--- config.mk ---
export PLATFORM = sky130hd
export DESIGN_NAME = rr_onehot_arbiter_flat
export DESIGN_NICKNAME = d
export VERILOG_FILES = /design/src/rtl/rr_onehot_arbiter_if.sv /design/src/rtl/rr_onehot_arbiter.sv /design/src/flat_wrapper.sv
export SDC_FILE = /design/constraint.sdc
export NUM_CORES = 1
export LEC_CHECK = 0
export BUFFER_PORTS_ARGS = -buffer_cell sky130_fd_sc_hd__buf_2
export CAP_MARGIN = 15
export CORE_MARGIN = 2
export CORE_UTILIZATION = 55
export DETAILED_ROUTE_END_ITERATION = 12
export PLACE_DENSITY = 0.78
export SLEW_MARGIN = 20
export SYNTH_ARGS = -nofsm -noshare
export SYNTH_HDL_FRONTEND = slang
export SYNTH_SLANG_ARGS = --single-unit
--- constraint.sdc ---
create_clock -name clk -period 5 [get_ports clk]
set_clock_uncertainty 0.1 [all_clocks]
set_input_delay 0.75 -clock clk [delete_from_list [all_inputs] [get_ports clk]]
set_output_delay 0.75 -clock clk [all_outputs]
set_load 0.005 [all_outputs]
--- src/rtl/rr_onehot_arbiter_if.sv ---
// Request/grant bundle between the requesters (master) and the arbiter (slave).
// grant is one-hot-or-zero and feeds the downstream unique-case enable mux.
interface rr_onehot_arbiter_if #(
  parameter int N = 3
);
  localparam int IDX_W = $clog2(N);

  logic [N-1:0]     req;
  logic             done;
  logic [N-1:0]     grant;
  logic             grant_valid;
  logic [IDX_W-1:0] grant_idx;
  logic             timeout;

  modport master (
    output req, done,
    input  grant, grant_valid, grant_idx, timeout
  );

  modport slave (
    input  req, done,
    output grant, grant_valid, grant_idx, timeout
  );
endinterface

--- src/rtl/rr_onehot_arbiter.sv ---
// Round-robin arbiter with bounded hold and a one-cycle break-before-make gap.
// Handshake: a grant is held while req[grant_idx] stays high and done is low,
// for at most MAX_HOLD cycles; any release is followed by one idle cycle.
module rr_onehot_arbiter #(
  parameter int N        = 3,
  parameter int MAX_HOLD = 8
) (
  input  logic                clk,
  input  logic                rst,
  rr_onehot_arbiter_if.slave  bus,
  output logic                state_dbg
);
  localparam int IDX_W = $clog2(N);
  localparam int HC_W  = $clog2(MAX_HOLD + 1);
  localparam logic [HC_W-1:0]  HOLD_MAX = HC_W'(MAX_HOLD);
  localparam logic [IDX_W-1:0] LAST_IDX = IDX_W'(N - 1);

  typedef enum logic {IDLE = 1'b0, GRANT = 1'b1} state_t;

  state_t           state, state_nxt;
  logic [IDX_W-1:0] ptr, ptr_nxt;
  logic [HC_W-1:0]  hold_cnt, hold_nxt;
  logic [N-1:0]     grant_r, grant_nxt;
  logic [IDX_W-1:0] idx_r, idx_nxt;
  logic             valid_r, valid_nxt;
  logic             timeout_r, timeout_nxt;

  logic             sel_found;
  logic [IDX_W-1:0] sel_idx;
  logic             release_c;
  logic             limit_hit;

  // State register
  always_ff @(posedge clk or posedge rst) begin
    if (rst) begin
      state     <= IDLE;
      ptr       <= '0;
      hold_cnt  <= '0;
      grant_r   <= '0;
      idx_r     <= '0;
      valid_r   <= 1'b0;
      timeout_r <= 1'b0;
    end else begin
      state     <= state_nxt;
      ptr       <= ptr_nxt;
      hold_cnt  <= hold_nxt;
      grant_r   <= grant_nxt;
      idx_r     <= idx_nxt;
      valid_r   <= valid_nxt;
      timeout_r <= timeout_nxt;
    end
  end

  // Rotating priority scan starting at ptr, wrapping past N-1 to 0.
  always_comb begin
    sel_found = 1'b0;
    sel_idx   = '0;
    for (int k = 0; k < N; k++) begin
      if (!sel_found && bus.req[(int'(ptr) + k) % N]) begin
        sel_found = 1'b1;
        sel_idx   = IDX_W'((int'(ptr) + k) % N);
      end
    end
  end

  assign limit_hit = (hold_cnt == HOLD_MAX);
  assign release_c = bus.done || !bus.req[idx_r] || limit_hit;

  // Next-state logic
  always_comb begin
    state_nxt = state;
    case (state)
      IDLE:    if (sel_found) state_nxt = GRANT;
      GRANT:   if (release_c) state_nxt = IDLE;
      default: state_nxt = IDLE;
    endcase
  end

  // Registered output / datapath next values
  always_comb begin
    ptr_nxt     = ptr;
    hold_nxt    = hold_cnt;
    grant_nxt   = grant_r;
    idx_nxt     = idx_r;
    valid_nxt   = valid_r;
    timeout_nxt = 1'b0;
    case (state)
      IDLE: begin
        grant_nxt = '0;
        idx_nxt   = '0;
        valid_nxt = 1'b0;
        hold_nxt  = '0;
        if (sel_found) begin
          grant_nxt[sel_idx] = 1'b1;
          idx_nxt   = sel_idx;
          valid_nxt = 1'b1;
          hold_nxt  = HC_W'(1);
        end
      end
      GRANT: begin
        if (release_c) begin
          grant_nxt   = '0;
          idx_nxt     = '0;
          valid_nxt   = 1'b0;
          hold_nxt    = '0;
          ptr_nxt     = (idx_r == LAST_IDX) ? '0 : idx_r + 1'b1;
          // done takes precedence over the hold limit
          timeout_nxt = limit_hit && !bus.done && bus.req[idx_r];
        end else begin
          hold_nxt = hold_cnt + 1'b1;
        end
      end
      default: begin
        grant_nxt = '0;
        idx_nxt   = '0;
        valid_nxt = 1'b0;
        hold_nxt  = '0;
      end
    endcase
  end

  assign bus.grant       = grant_r;
  assign bus.grant_valid = valid_r;
  assign bus.grant_idx   = idx_r;
  assign bus.timeout     = timeout_r;
  assign state_dbg       = state;
endmodule

--- src/flat_wrapper.sv ---
// flat-port wrapper written by rule: the top's interface ports become plain ports
module rr_onehot_arbiter_flat 
#(
  parameter int N        = 3,
  parameter int MAX_HOLD = 8
)
  (clk, rst, state_dbg, bus_req, bus_done, bus_grant, bus_grant_valid, bus_grant_idx, bus_timeout);
  rr_onehot_arbiter_if #(.N(N)) bus_i ();
  input  logic clk;
  input  logic rst;
  output logic state_dbg;
  input wire logic [$bits(bus_i.req)-1:0] bus_req;
  input wire logic [$bits(bus_i.done)-1:0] bus_done;
  output wire logic [$bits(bus_i.grant)-1:0] bus_grant;
  output wire logic [$bits(bus_i.grant_valid)-1:0] bus_grant_valid;
  output wire logic [$bits(bus_i.grant_idx)-1:0] bus_grant_idx;
  output wire logic [$bits(bus_i.timeout)-1:0] bus_timeout;
  assign bus_i.req = bus_req;
  assign bus_i.done = bus_done;
  assign bus_grant = bus_i.grant;
  assign bus_grant_valid = bus_i.grant_valid;
  assign bus_grant_idx = bus_i.grant_idx;
  assign bus_timeout = bus_i.timeout;
  rr_onehot_arbiter #(.N(N), .MAX_HOLD(MAX_HOLD)) u_core (.clk(clk), .rst(rst), .bus(bus_i), .state_dbg(state_dbg));
endmodule
==> flow_summary_export.csv <==
group,metric,value,unit
sta,setup_viol,0,
pwr,p_seq_share,33.2,%
synthesis,ys_ff_latch,14,
clocking,clk_path_buf_depth,2,
clocking,htree_levels,1,
sta,drv_slew,0,
synthesis,synth.cell_area,913,um^2
die,io_pins,14,
layout,fill_cells,127,
routing,drtAntennaViolNets,0,
placed_design,place_congestion,0.890,
worst_setup_path,slowest_stage,"ha_1",
clocking,hold_buffers,0,
pwr,p_leak,0.000502,uW
sta,rsz0062_at_grt,"false",
worst_setup_path,worstPathArrival,2130,ps
die,die_area,2000,um^2
worst_setup_path,startpoint_type,"flip-flop",
status,status,"finished, final reports clean",
synthesis,yosys_warnings,0,
placed_design,place_ws,2910,ps
die,rows,14,
die,die_h,44.8,um
layout,n_antenna_cell,0,
die,initial_core_util,59.9,%
placed_design,port_buffers,13,
layout,final_core_util,66.0,%
clocking,cts_made_buffers,3,
synthesis,ys_seq_area_share,38.4,%
clocking,cts_resized,0,
clocking,clock_latency,280,ps
layout,syn2layout_area_growth,10.1,%
global_routing,grt_pass1_wl,3110,um
sta,worstMarginPinSlew,517,ps
global_routing,antenna_found_initial,0,
pwr,clkPwrFrac,14.2,%
die,core-area,1520,um^2
layout,design_area,1010,um^2
synthesis,synth.distinct_cells,37,
worst_setup_path,path_class,"reg -> reg",
clocking,cts_root_buffer,"clkbuf_4",
worst_setup_path,worstPathCellList,"inv_1 > ha_1 > nor2b_1 > o21ai_0 > o21a_1 > a31oi_1 > a21o_1",
sta,clock.fmax,0.485,GHz
synthesis,avgSynthCellArea,9.42,um^2
sta,timing.final.crit_period,2060,ps
sta,finalCritPeriodShare,41.2,%
clocking,clk_pin_slew,90,ps
pwr,switchingPower,236,uW
layout,drive_gt1_share,19.3,%
min_path,worstHoldPathType,"in -> async",
worst_setup_path,path_buf_inv,1,
global_routing,gr-usage-all-layers,21.8,%
placed_design,placed_area,970,um^2
routing,viasPerCell,6.05,
placed_design,hpwl,1350,um
worst_setup_path,cpPeakStageDelay,470,ps
sta,fin_ws,2940,ps
pwr,vdd_drop_max,0.364,mV
synthesis,async_reset_ff_share,100,%
die,fp.dieW,44.8,um
routing,vias,756,
global_routing,grt.overflow.total,0,
pwr,combPwrFrac,52.6,%
clocking,tritoncts,"built",
pwr,intPower,330,uW
sta,tns,0,ps
synthesis,synthCells,97,
synthesis,synth_edf_count,0,
worst_setup_path,cp-end-kind,"flip-flop",
clocking,numClockSinks,14,
worst_setup_path,cp_max_fo,10,
pwr,power.density,563,nW/um^2
global_routing,grt_pass1_vias,698,
routing,wl,1770,um
sta,slew_headroom,65.5,%
layout,nNetsFinal,122,
sta,hold_ws,383,ps
synthesis,syn_nets,109,
global_routing,grt_max_degree,15,
job,max_cap_violations,0,
routing,drtPass1Iterations,4,
clocking,postCtsSetupBuffers,0,
synthesis,ys.flop_type,"dfrtp_1",
routing,drt_iter0_drc,21,
sta,finalHoldViolCount,0,
pwr,p_sw_share,41.7,%
routing,drcViolationCount,0,
worst_setup_path,crit_family,"compound AO/OA/AOI/OAI gates",
routing,wire_per_inst,14.2,um
worst_setup_path,crit_required,5070,ps
==> metal layers <==
layer / share of wire, % / up-vias / wire length (um) / track usage (%)
met4: 0.62 / 0 / 11 / 8.48
met3: 5.6 / 2 / 100 / 6.00
met5: 0 / - / 0 / 0
met1: 48 / 359 / 854 / 30.4
li1: - / 372 / - / -
met2: 45 / 23 / 804 / 32.2
==> sequential cells by signal, indices dropped and copies added, names as in the netlist <==
signal	count
u_core.ptr	2
u_core.bus.grant_idx	2
u_core.bus.timeout	1
u_core.state_dbg	1
u_core.bus.grant_valid	1
u_core.hold_cnt	4
u_core.bus.grant	3
==> worst register-to-register path: cells and delay by family, from the launching register on <==
| kind | cells | cell delay, ps |
|---|---|---|
| compound gates | 4 | 820 |
| fa+ha+maj | 1 | 470 |
| buf+inv | 1 | 80 |
| flops | 1 | 400 |
| simple gates | 1 | 80 |
==> Yosys cell counts, types with 2 or more instances <==
cell type / instances / area, um^2
buf_2: 2 / 10.0
mux2i_1: 4 / 40.0
dfrtp_1: 14 / 350
nand3b_1: 2 / 15.0
nand3_1: 2 / 10.0
inv_1: 7 / 26.3
buf_4: 2 / 15.0
ha_1: 6 / 75.1
a21o_1: 4 / 30.0
nor2b_1: 2 / 12.5
a31oi_1: 4 / 25.0
o2bb2ai_1: 4 / 35.0
a21oi_1: 5 / 25.0
nand2_1: 5 / 18.8
nand2b_1: 3 / 18.8
nor2_1: 9 / 33.8
o21ai_0: 2 / 10.0
==> power groups by stage <==
stage                     clock network (uW)  logic (uW)  registers (uW)
after floorplan                            0         231             183
after global placement                     0         289             187
after detailed placement                   0         295             189
after CTS                               82.2         296             188
after global routing                    86.0         338             193
final                                   80.4         298             188
==> cell usage in the layout (no fill, tap or decap), types with 2 or more instances in the layout <==
cell type  instances
dfrtp_1           14
buf_2             13
nor2_1             9
inv_1              7
ha_1               6
nand2_1            5
a21oi_1            5
mux2i_1            4
a31oi_1            4
a21o_1             4
o2bb2ai_1          4
nand2b_1           3
clkbuf_4           3
nand3b_1           2
nor2b_1            2
o21ai_0            2
nand3_1            2
==> cell families (layout without fill, tap and decap cells) <==
kind of cell,Yosys count,in the layout,share of synthesized area [%]
fa+ha+maj,7,7,9.31
mux,5,5,5.62
xor+xnor,2,2,1.92
compound gates,27,27,21.0
buf+inv,12,24,6.03
flops,14,14,38.4
simple gates,30,30,17.8
==> final cells by class <==
class	count	area [um^2]	share of cell area (%)
inverters	7	26.3	2.61
clock buffers	4	36.3	3.61
flip-flops and latches	14	350	34.8
well taps	16	20.0	1.99
multi-input cells	71	508	50.5
repair buffers	13	65.1	6.47
==> metrics by stage <==
stage / std cells / power [uW]
floorplan: 97 / 414
global placement: 121 / 476
detailed placement: 121 / 484
CTS: 125 / 565
global route: 125 / 617
finish: 125 / 566
==> final timing paths <==
path / from / end / slack [ps] / cells after the start
min in group clk: u_core.bus.grant[2]$_DFFE_PP0P_ / u_core.bus.grant[2]$_DFFE_PP0P_ / 380 / 1
hold reg to reg: u_core.bus.grant[2]$_DFFE_PP0P_ / u_core.bus.grant[2]$_DFFE_PP0P_ / 380 / 1
setup reg to reg: u_core.ptr[0]$_DFFE_PP0P_ / u_core.hold_cnt[0]$_DFF_PP0_ / 2940 / 7
setup / recovery: u_core.ptr[0]$_DFFE_PP0P_ / u_core.hold_cnt[0]$_DFF_PP0_ / 2940 / 7
max in group asynchronous: rst / u_core.bus.grant[2]$_DFFE_PP0P_ / 4070 / 2
hold / removal: rst / u_core.hold_cnt[1]$_DFF_PP0_ / 380 / 2
Note: power is estimated with default switching activity, not from simulation.
